===== src/rtl/vga_pkg.sv =====
// Shared definitions for the VGA frame-buffer write engine.
//   - register offsets inside the 8-byte bus window
//   - CTRL / STATUS bit positions
//   - fill FSM state type
package vga_pkg;

  localparam logic [2:0] OFF_COL_FG = 3'd0;
  localparam logic [2:0] OFF_COL_BG = 3'd1;
  localparam logic [2:0] OFF_XREG   = 3'd2;
  localparam logic [2:0] OFF_YREG   = 3'd3;
  localparam logic [2:0] OFF_PIXEL  = 3'd4;
  localparam logic [2:0] OFF_CTRL   = 3'd5;
  localparam logic [2:0] OFF_STATUS = 3'd6;
  localparam logic [2:0] OFF_RSVD   = 3'd7;

  localparam int CTRL_AUTO_INC   = 0;
  localparam int CTRL_FILL_START = 1;
  localparam int CTRL_ERR_CLR    = 3;
  localparam int CTRL_FILL_LSB   = 4;

  localparam int STATUS_BUSY = 0;
  localparam int STATUS_ERR  = 1;

  typedef enum logic {
    IDLE = 1'b0,
    FILL = 1'b1
  } fill_state_e;

endpackage


===== src/rtl/vga_xy_counter.sv =====
// Raster X/Y counter with independent X/Y load, clear and increment.
// Increment steps X; at X_MAX it wraps X to 0 and steps Y; at
// (X_MAX, Y_MAX) both wrap to (0,0).
// Ports:
//   CLK, RESETN      clock, asynchronous active-low reset
//   i_clr            clear to (0,0) (highest priority)
//   i_inc            raster increment
//   i_load_x/i_x     load X (ignored while clearing/incrementing)
//   i_load_y/i_y     load Y (ignored while clearing/incrementing)
//   o_x, o_y         current position
//   o_wrap           position is (X_MAX, Y_MAX): next increment wraps
module vga_xy_counter #(
  parameter int X_BITS = 8,
  parameter int Y_BITS = 7,
  parameter int X_MAX  = 159,
  parameter int Y_MAX  = 119
) (
  input  logic              CLK,
  input  logic              RESETN,
  input  logic              i_clr,
  input  logic              i_inc,
  input  logic              i_load_x,
  input  logic [X_BITS-1:0] i_x,
  input  logic              i_load_y,
  input  logic [Y_BITS-1:0] i_y,
  output logic [X_BITS-1:0] o_x,
  output logic [Y_BITS-1:0] o_y,
  output logic              o_wrap
);

  localparam logic [X_BITS-1:0] X_LAST = X_BITS'(X_MAX);
  localparam logic [Y_BITS-1:0] Y_LAST = Y_BITS'(Y_MAX);

  logic [X_BITS-1:0] r_x;
  logic [Y_BITS-1:0] r_y;

  always_ff @(posedge CLK or negedge RESETN) begin
    if (!RESETN) begin
      r_x <= '0;
      r_y <= '0;
    end else if (i_clr) begin
      r_x <= '0;
      r_y <= '0;
    end else if (i_inc) begin
      // >= rather than == so a counter loaded past the edge still recovers
      if (r_x >= X_LAST) begin
        r_x <= '0;
        r_y <= (r_y >= Y_LAST) ? '0 : r_y + Y_BITS'(1);
      end else begin
        r_x <= r_x + X_BITS'(1);
      end
    end else begin
      if (i_load_x) r_x <= i_x;
      if (i_load_y) r_y <= i_y;
    end
  end

  assign o_x    = r_x;
  assign o_y    = r_y;
  assign o_wrap = (r_x == X_LAST) && (r_y == Y_LAST);

endmodule


===== src/rtl/vga_fb_writer.sv =====
// Bus-mapped write engine for the VGA frame buffer A port.
// Decodes an 8-register window at BASE_ADDR on the 8-bit processor bus,
// performs single pixel writes (optionally auto-incrementing X/Y in raster
// order), runs a whole-screen fill, flags out-of-range / busy pixel writes
// in a sticky ERR bit and provides registered readback.
// Bus handshake: a write is one cycle with BUS_WE high and is always
// accepted (no back-pressure); reads have no strobe, BUS_RD_DATA shows the
// register addressed in the previous cycle.
// Ports:
//   CLK, RESETN     clock, asynchronous active-low reset
//   BUS_ADDR/DATA   bus address / write data, BUS_WE write strobe
//   BUS_RD_DATA     registered readback
//   CONFIG_COL      {foreground, background} colour
//   FB_ADDR/DATA/WE frame buffer write port, FB_ADDR = {Y,X}
//   BUSY            fill in progress
//   o_dbg_state     fill FSM state (debug)
module vga_fb_writer
  import vga_pkg::*;
#(
  parameter logic [7:0] BASE_ADDR = 8'hB0,
  parameter int         X_BITS    = 8,
  parameter int         Y_BITS    = 7,
  parameter int         PIX_BITS  = 1,
  parameter int         X_MAX     = 159,
  parameter int         Y_MAX     = 119
) (
  input  logic                     CLK,
  input  logic                     RESETN,
  input  logic [7:0]               BUS_ADDR,
  input  logic [7:0]               BUS_DATA,
  input  logic                     BUS_WE,
  output logic [7:0]               BUS_RD_DATA,
  output logic [15:0]              CONFIG_COL,
  output logic [X_BITS+Y_BITS-1:0] FB_ADDR,
  output logic [PIX_BITS-1:0]      FB_DATA,
  output logic                     FB_WE,
  output logic                     BUSY,
  output logic                     o_dbg_state
);

  localparam logic [X_BITS-1:0] X_LAST = X_BITS'(X_MAX);
  localparam logic [Y_BITS-1:0] Y_LAST = Y_BITS'(Y_MAX);
  // The CTRL fill field is 4 bits wide; only PIX_BITS of it are kept.
  localparam int FILL_W = (PIX_BITS < 4) ? PIX_BITS : 4;

  fill_state_e                r_state;
  logic [7:0]                 r_col_fg;
  logic [7:0]                 r_col_bg;
  logic                       r_auto_inc;
  logic [FILL_W-1:0]          r_fill_val;
  logic [PIX_BITS-1:0]        r_fill_pix;
  logic                       r_err;
  logic                       r_busy;
  logic                       r_fb_we;
  logic [X_BITS+Y_BITS-1:0]   r_fb_addr;
  logic [PIX_BITS-1:0]        r_fb_data;
  logic [7:0]                 r_rd_data;

  logic [7:0]        w_off_full;
  logic [2:0]        w_off;
  logic              w_in_win;
  logic              w_wr;
  logic              w_wr_ctrl;
  logic              w_wr_pix;
  logic              w_idle;
  logic              w_in_range;
  logic              w_pix_ok;
  logic              w_err_set;
  logic              w_err_clr;
  logic              w_fill_start;
  logic [FILL_W-1:0] w_fill_val;
  logic [X_BITS-1:0] w_xreg;
  logic [Y_BITS-1:0] w_yreg;
  logic [X_BITS-1:0] w_fx;
  logic [Y_BITS-1:0] w_fy;
  logic              w_fill_wrap;
  logic              w_xy_wrap;
  logic [7:0]        w_rd_mux;

  // Window decode: the lower-bound test stops addresses that wrap past
  // 8'hFF from aliasing into a window placed near the top of the map.
  assign w_off_full = BUS_ADDR - BASE_ADDR;
  assign w_in_win   = (BUS_ADDR >= BASE_ADDR) && (w_off_full[7:3] == 5'd0);
  assign w_off      = w_off_full[2:0];
  assign w_wr       = BUS_WE && w_in_win;
  assign w_wr_ctrl  = w_wr && (w_off == OFF_CTRL);
  assign w_wr_pix   = w_wr && (w_off == OFF_PIXEL);

  assign w_idle       = (r_state == IDLE);
  assign w_in_range   = (w_xreg <= X_LAST) && (w_yreg <= Y_LAST);
  assign w_pix_ok     = w_wr_pix && w_idle && w_in_range;
  // A pixel write is an error if it is out of range or arrives mid-fill.
  assign w_err_set    = w_wr_pix && !(w_idle && w_in_range);
  assign w_err_clr    = w_wr_ctrl && BUS_DATA[CTRL_ERR_CLR];
  assign w_fill_start = w_wr_ctrl && BUS_DATA[CTRL_FILL_START] && w_idle;
  assign w_fill_val   = BUS_DATA[CTRL_FILL_LSB +: FILL_W];

  vga_xy_counter #(
    .X_BITS(X_BITS), .Y_BITS(Y_BITS), .X_MAX(X_MAX), .Y_MAX(Y_MAX)
  ) u_xy (
    .CLK     (CLK),
    .RESETN  (RESETN),
    .i_clr   (1'b0),
    .i_inc   (w_pix_ok && r_auto_inc),
    .i_load_x(w_wr && (w_off == OFF_XREG)),
    .i_x     (BUS_DATA[X_BITS-1:0]),
    .i_load_y(w_wr && (w_off == OFF_YREG)),
    .i_y     (BUS_DATA[Y_BITS-1:0]),
    .o_x     (w_xreg),
    .o_y     (w_yreg),
    .o_wrap  (w_xy_wrap)
  );

  vga_xy_counter #(
    .X_BITS(X_BITS), .Y_BITS(Y_BITS), .X_MAX(X_MAX), .Y_MAX(Y_MAX)
  ) u_fill (
    .CLK     (CLK),
    .RESETN  (RESETN),
    .i_clr   (w_fill_start),
    .i_inc   (r_state == FILL),
    .i_load_x(1'b0),
    .i_x     ('0),
    .i_load_y(1'b0),
    .i_y     ('0),
    .o_x     (w_fx),
    .o_y     (w_fy),
    .o_wrap  (w_fill_wrap)
  );

  always_comb begin
    w_rd_mux = 8'h00;
    if (w_in_win) begin
      case (w_off)
        OFF_COL_FG: w_rd_mux = r_col_fg;
        OFF_COL_BG: w_rd_mux = r_col_bg;
        OFF_XREG:   w_rd_mux = 8'(w_xreg);
        OFF_YREG:   w_rd_mux = 8'(w_yreg);
        OFF_CTRL:   w_rd_mux = {4'(r_fill_val), 3'b000, r_auto_inc};
        OFF_STATUS: w_rd_mux = {6'd0, r_err, r_busy};
        OFF_RSVD:   w_rd_mux = 8'h00;
        default:    w_rd_mux = 8'h00;  // PIXEL is write-only
      endcase
    end
  end

  always_ff @(posedge CLK or negedge RESETN) begin
    if (!RESETN) begin
      r_state    <= IDLE;
      r_col_fg   <= '0;
      r_col_bg   <= '0;
      r_auto_inc <= 1'b0;
      r_fill_val <= '0;
      r_fill_pix <= '0;
      r_err      <= 1'b0;
      r_busy     <= 1'b0;
      r_fb_we    <= 1'b0;
      r_fb_addr  <= '0;
      r_fb_data  <= '0;
      r_rd_data  <= '0;
    end else begin
      r_fb_we   <= 1'b0;
      r_rd_data <= w_rd_mux;

      if (w_wr && (w_off == OFF_COL_FG)) r_col_fg <= BUS_DATA;
      if (w_wr && (w_off == OFF_COL_BG)) r_col_bg <= BUS_DATA;
      if (w_wr_ctrl) begin
        r_auto_inc <= BUS_DATA[CTRL_AUTO_INC];
        r_fill_val <= w_fill_val;
      end

      if (w_err_clr)      r_err <= 1'b0;
      else if (w_err_set) r_err <= 1'b1;

      case (r_state)
        IDLE: begin
          if (w_fill_start) begin
            r_state    <= FILL;
            r_busy     <= 1'b1;
            // Latched so later CTRL writes cannot change a running fill.
            r_fill_pix <= PIX_BITS'(w_fill_val);
          end else if (w_pix_ok) begin
            r_fb_we   <= 1'b1;
            r_fb_addr <= {w_yreg, w_xreg};
            r_fb_data <= BUS_DATA[PIX_BITS-1:0];
          end
        end
        FILL: begin
          r_fb_we   <= 1'b1;
          r_fb_addr <= {w_fy, w_fx};
          r_fb_data <= r_fill_pix;
          if (w_fill_wrap) begin
            r_state <= IDLE;
            r_busy  <= 1'b0;
          end
        end
        default: r_state <= IDLE;
      endcase
    end
  end

  assign BUS_RD_DATA = r_rd_data;
  assign CONFIG_COL  = {r_col_fg, r_col_bg};
  assign FB_ADDR     = r_fb_addr;
  assign FB_DATA     = r_fb_data;
  assign FB_WE       = r_fb_we;
  assign BUSY        = r_busy;
  assign o_dbg_state = r_state;

endmodule


===== config.mk =====
export PLATFORM = sky130hd
export DESIGN_NAME = vga_fb_writer
export DESIGN_NICKNAME = d
export VERILOG_FILES = /design/src/rtl/vga_pkg.sv /design/src/rtl/vga_xy_counter.sv /design/src/rtl/vga_fb_writer.sv
export SDC_FILE = /design/constraint.sdc
export NUM_CORES = 1
export LEC_CHECK = 0
export CORE_AREA = 2 2 95 97
export CTS_BUF_LIST = sky130_fd_sc_hd__clkbuf_4 sky130_fd_sc_hd__clkbuf_8
export DETAILED_ROUTE_END_ITERATION = 10
export DIE_AREA = 0 0 97 99
export DONT_BUFFER_PORTS = 1
export GPL_TIMING_DRIVEN = 1
export SLEW_MARGIN = 15
export SYNTH_ARGS = -nofsm -noshare
export SYNTH_HDL_FRONTEND = slang
export SYNTH_SLANG_ARGS = --single-unit

===== constraint.sdc =====
create_clock -name CLK -period 2.27 [get_ports CLK]
set_input_delay 0.1135 -clock CLK [delete_from_list [all_inputs] [get_ports CLK]]
set_output_delay 0.1135 -clock CLK [all_outputs]
set_load 0.02 [all_outputs]

* Yosys cells after proc, flatten, opt, wreduce, memory -nomap -nowiden
Index checks and enable logic that the tools add are counted.
Operators by class: add/subtract/negate cells 5, order comparisons 7, equal/unequal tests 13, muxes and demuxes 33, bitwise gates (word level) 1, reduce and logical (&&, ||, !) cells 31
Operators with widths (number):
- $mux 7 | 8
- $mux 8 | 7
- $pmux 8 s6 | 1
- $mux 15 | 2
- $pmux 15 s2 | 1
- $ge 8x8->1 const B | 3
- $logic_and 1x1->1 | 18
- $add 8x1->8 const B | 2
- $add 7x1->7 const B | 2
- $ge 7x7->1 const B | 2
- $mux 1 | 10
- $reduce_and 2->1 | 5
- $reduce_bool 2->1 | 5
- $eq 3x3->1 const B | 3
- $eq 8x8->1 const B | 1
- $le 8x8->1 const B | 1
- $pmux 1 s2 | 4
- $sub 8x8->8 const B | 1
- $eq 7x7->1 const B | 1
- $le 7x7->1 const B | 1
- $eq 3x2->1 const B | 2
- $ne 2x1->1 const B | 3
- $logic_not 5->1 | 1
- $ne 2x2->1 const B | 2
- 4 further kinds | 4
Word-level totals: register bits 77, input bits 19, output and inout bits 43, word-level logic and storage cells 106

* Depth between registers and ports, before layout
depth after elaboration 10, gate-level depth with buffers 8, depth with buffers taken out 6

* Cells and area by module
From an unflattened synthesis, not the netlist that was laid out.
Second synthesis, totals: cells, all modules 453, area, all modules 4817.1 sq um
Modules (own cells, without submodules):
- vga_fb_writer | times used 1, cells an instance 217, area each 2467.4 sq um, seq. area each 1176.1 sq um
- vga_xy_counter | times used 2, cells an instance 118, area each 1174.9 sq um, seq. area each 375.4 sq um

* Least setup slack after synthesis
No wires, ideal clock.
path kind reg-to-reg, from register u_xy.r_y[0], in the netlist u_xy.o_y[0], to register u_xy.r_y[0], in the netlist u_xy.o_y[0], setup time 0.125 ns, data arrival time 1.819 ns, data required time 2.145 ns, setup slack 0.326 ns, cell stages (with the launch flop) 7, buffers on the path 0, clock period less this slack 1.944 ns, cells stage by stage dfrtp_1 > ha_1 > and4b_1 > o21a_1 > o21ai_1 > nand2_1 > mux2_2
Between the ends: longest elaborated chain between the ends 6, elaborated cells on any way between the ends 12, classes of those cells add/sub (1); order compare (2); eq/ne (1); mux (3); reduce/logical (5)
Ends and longest elaborated chain:
- from (decl) | line vga_xy_counter.sv:35 | logic [Y_BITS-1:0] r_y;
- from (signal assigned) | line vga_xy_counter.sv:48 | r_y <= (r_y >= Y_LAST) ? '0 : r_y + Y_BITS'(1);
- from (signal assigned) | line vga_xy_counter.sv:54 | if (i_load_y) r_y <= i_y;
- $le 7x7->1 | line vga_fb_writer.sv:90 | assign w_in_range = (w_xreg <= X_LAST) && (w_yreg <= Y_LAST);
- $logic_and 1x1->1 | line vga_fb_writer.sv:90
- $logic_and 1x1->1 | line vga_fb_writer.sv:91 | assign w_pix_ok = w_wr_pix && w_idle && w_in_range;
- $logic_and 1x1->1 | line vga_fb_writer.sv:104 | .i_inc (w_pix_ok && r_auto_inc),
- $ne 2x2->1 (no line) or $reduce_bool 2->1 (tied branches)
- $reduce_and 2->1 (no line)
Parallel ways exist; a longest one is shown, timed or not. The select of a mux whose other input is x is not followed. A chain may end at the register's enable or synchronous reset.

* Final worst setup path
from register u_xy.r_y[0], in the netlist u_xy.o_y[0], to register r_err
Between the ends: longest elaborated chain between the ends 6
Ends and longest elaborated chain:
- $le 7x7->1 | line vga_fb_writer.sv:90
- $logic_and 1x1->1 | line vga_fb_writer.sv:90
- $logic_and 1x1->1 | line vga_fb_writer.sv:93 | assign w_err_set = w_wr_pix && !(w_idle && w_in_range);
- $logic_not 1->1 | line vga_fb_writer.sv:93
- $logic_and 1x1->1 | line vga_fb_writer.sv:93
- $reduce_bool 2->1 (no line)
- to (signal assigned) | line vga_fb_writer.sv:154 | r_err <= 1'b0;
- to (signal assigned) | line vga_fb_writer.sv:171 | if (w_err_clr) r_err <= 1'b0;
- to (signal assigned) | line vga_fb_writer.sv:172 | else if (w_err_set) r_err <= 1'b1;
- to (decl) | line vga_fb_writer.sv:52 | logic r_err;
No other way between the ends.

==> impl_metrics.env <==
export IMPL_fin_tns_setup_ns=0
export IMPL_port_buffers=0
export IMPL_path_clk_slew_ns=0.09
export IMPL_slew_viol_final=0
export IMPL_post_cts_setup_buffers=0
export IMPL_synth_edff_count=0
export IMPL_synth_distinct_cells=67
export IMPL_finish_utilization_pct=55.9
export IMPL_hold_ws_ns=0.0172
export IMPL_cp_required_ns=2.50
export IMPL_endpoint_kind="register"
export IMPL_clk_latency_ns=0.34
export IMPL_initial_core_util_pct=49.1
export IMPL_syn_inst=398
export IMPL_place_detailed_hpwl_um=7200
export IMPL_diodes=0
export IMPL_powerDensity_nw_per_um2=758
export IMPL_status="complete, no violations"
export IMPL_wl_um=10500
export IMPL_crit_slowest_cell="dlygate4sd3_1"
export IMPL_cp_start_kind="register"
export IMPL_first_global_vias=3206
export IMPL_max_slew_worst_pin_slew_ns=0.532
export IMPL_finalClockSkew_ns=0.0143
export IMPL_max_freq_mhz=482
export IMPL_hold_viol_final=0
export IMPL_swShare_pct=29.6
export IMPL_cts_tree="built"
export IMPL_layout_cells_non_filler=534
export IMPL_path_max_fanout=8
export IMPL_ys_seq_elements=77
export IMPL_grt_overflow_total=0
export IMPL_maxCapViolations=0
export IMPL_finalSetupViolations=0
export IMPL_final_common_cell="dfrtp_1"
export IMPL_grtUsageTotal_pct=22.9
export IMPL_synthArstFlopShare_pct=100
export IMPL_grt_max_degree=78
export IMPL_p_clk_share_pct=35.4
export IMPL_grt_pass1_wl_um=17300
export IMPL_chipWidth_um=97
export IMPL_hp_class="input port to register"
export IMPL_post_route_period_util_pct=91.3
export IMPL_power_frac_comb_pct=11.2
export IMPL_max_slew_margin_pct=64.5
export IMPL_power_total_w=0.00362
export IMPL_syn_area_um2=4200
export IMPL_drcViolationCount=0
export IMPL_die_y_um=99
export IMPL_clock_sinks=77
export IMPL_syn_num_nets=422
export IMPL_clk_path_buf_depth=2
export IMPL_first_pass_iters=5
export IMPL_htreeDepth=3
export IMPL_synthFlopType="dfrtp_1"
export IMPL_rsz0062_at_grt="false"
export IMPL_vias=3253
export IMPL_slowest_delay_ns=0.55
export IMPL_switching_power_w=0.00107
export IMPL_period_needed_ns=2.07
export IMPL_p_leak_nw=2.25
export IMPL_dp_cells=504
export IMPL_pwr_share_seq_pct=53.4
export IMPL_root_buffer="clkbuf_8"
export IMPL_cp_arrival_ns=2.31
export IMPL_drive_gt1_share_pct=16.4
export IMPL_vias_per_cell=6.09
export IMPL_ys_seq_area_share_pct=45.9
export IMPL_mostFrequentLayoutCells="dfrtp_1 (77), nand2_1 (41), o21ai_0 (29)"
export IMPL_worstPathCellList="ha_1 -> and4b_1 -> o21ai_4 -> nand2_1 -> a31oi_1 -> o21ai_0 -> dlygate4sd3_1"
export IMPL_gp_congestion=0.938
export IMPL_synth_avg_cell_area_um2=10.6
export IMPL_antenna_found_initial=0
export IMPL_syn_to_final_growth_pct=13.8
export IMPL_ant_nets=0
export IMPL_core_area_um2=8550
export IMPL_cts_buffers=9
export IMPL_die_area_um2=9600
export IMPL_fin_nets=445
export IMPL_worstSetupPathType="register to register"
export IMPL_detail_route_wl_per_cell_um=19.7
export IMPL_yosys_warnings=0
export IMPL_io_pins=62
export IMPL_fp_row_count=34
export IMPL_intPower_w=0.00255
export IMPL_initialDrtViolationCount=198
export IMPL_ir_worst_vdd_v=0.000522
## Yosys cell counts (7+ instances only)
master      n  area [µm²]
a21oi_1    12        60.1
clkbuf_1   11        41.3
dfrtp_1    77        1930
inv_1       8        30.0
mux2_2     14         158
mux2_4      8         120
mux2i_1    25         250
nand2_1    41         154
nand2b_1    8        50.1
nand3_1    18        90.1
nor2_1     15        56.3
nor2b_1     7        43.8
nor3_1      8        40.0
o211ai_1    7        52.6
o21ai_0    29         145
o2bb2ai_1   7        61.3
## stage by stage
stage / setup slack, ns / instance area, µm²
3_5_place_dp: 0.164 / 4360
6_report: 0.197 / 4780
3_3_place_gp: 0.175 / 4360
5_1_grt: 0.00236 / 4780
4_1_cts: 0.146 / 4770
2_1_floorplan: 0.326 / 4200
## path summary, 6_finish.rpt
path	start	end	slack, ns	cells past startpoint
min in group asynchronous	RESETN	r_col_bg[1]$_DFFE_PN0P_	0.36	2
worst max register to register	u_xy.o_y[0]$_DFFE_PN0P_	r_err$_DFFE_PN0P_	0.20	7
worst min-delay path	BUS_ADDR[0]	BUS_RD_DATA[0]$_DFF_PN0_	0.02	2
max in group asynchronous	RESETN	o_dbg_state$_DFF_PN0_	1.57	2
worst max-delay path	u_xy.o_y[0]$_DFFE_PN0P_	r_err$_DFFE_PN0P_	0.20	7
worst min register to register	r_fill_pix$_DFFE_PN0P_	FB_DATA$_DFFE_PN0P_	0.50	2
## per-layer routing
metal	global-route usage [%]	share of wire, %	vias up
met1	31.3	44	1595
met3	4.26	5.2	13
li1	-	-	1540
met5	0	0	-
met2	37.0	49	105
met4	7.37	1.3	0
## power by group through the flow
| stage | registers (W) | clock network, W | logic [W] |
|---|---|---|---|
| detailed placement | 0.00197 | 0 | 0.000347 |
| CTS | 0.00194 | 0.00130 | 0.000411 |
| global placement | 0.00196 | 0 | 0.000334 |
| global route | 0.00197 | 0.00137 | 0.000471 |
| floorplan | 0.00191 | 0 | 0.000285 |
| finish | 0.00193 | 0.00128 | 0.000405 |
## registers in the layout, indices dropped and copies added, names as in the netlist, 7 cells and up
signal       count
u_xy.o_y         7
u_fill.o_y       7
BUS_RD_DATA      8
r_col_fg         8
r_col_bg         8
u_xy.o_x         8
u_fill.o_x       8
FB_ADDR         15
## area by class of cell
class                      instances  area (µm²)
clock inverter                     4        95.1
inverter                           8        30.0
fill                             735        3770
clock buffer                      12         153
sequential                        77        1930
tap                              108         135
multi-input combinational        294        2150
timing repair buffer              31         285
## cells by family (layout without fill, tap and decap cells)
logic type | count (synthesis) | after routing | synth area share [%]
AO/OA/AOI/OAI | 97 | 97 | 16.0
flip-flops | 77 | 77 | 45.9
AND/OR/NAND/NOR | 140 | 140 | 18.4
buffers and inverters | 27 | 55 | 3.04
adder cells (fa/ha/maj) | 5 | 5 | 1.49
multiplexers | 52 | 52 | 15.3
## timing repair
action / in CTS / in global routing
hold buffers: 14 / 0
endpoints found under the hold margin: 111 / 0
endpoints found under the setup margin: 0 / 1
resized for setup: 0 / 1
## critical path: cells and delay by family (launching register included)
family / cells / cell delay (ns)
buf+inv: 1 / 0.55
flops: 1 / 0.36
fa+ha+maj: 1 / 0.23
compound gates: 3 / 0.47
simple gates: 2 / 0.37
No activity file was read; power rests on OpenSTA's default activity.
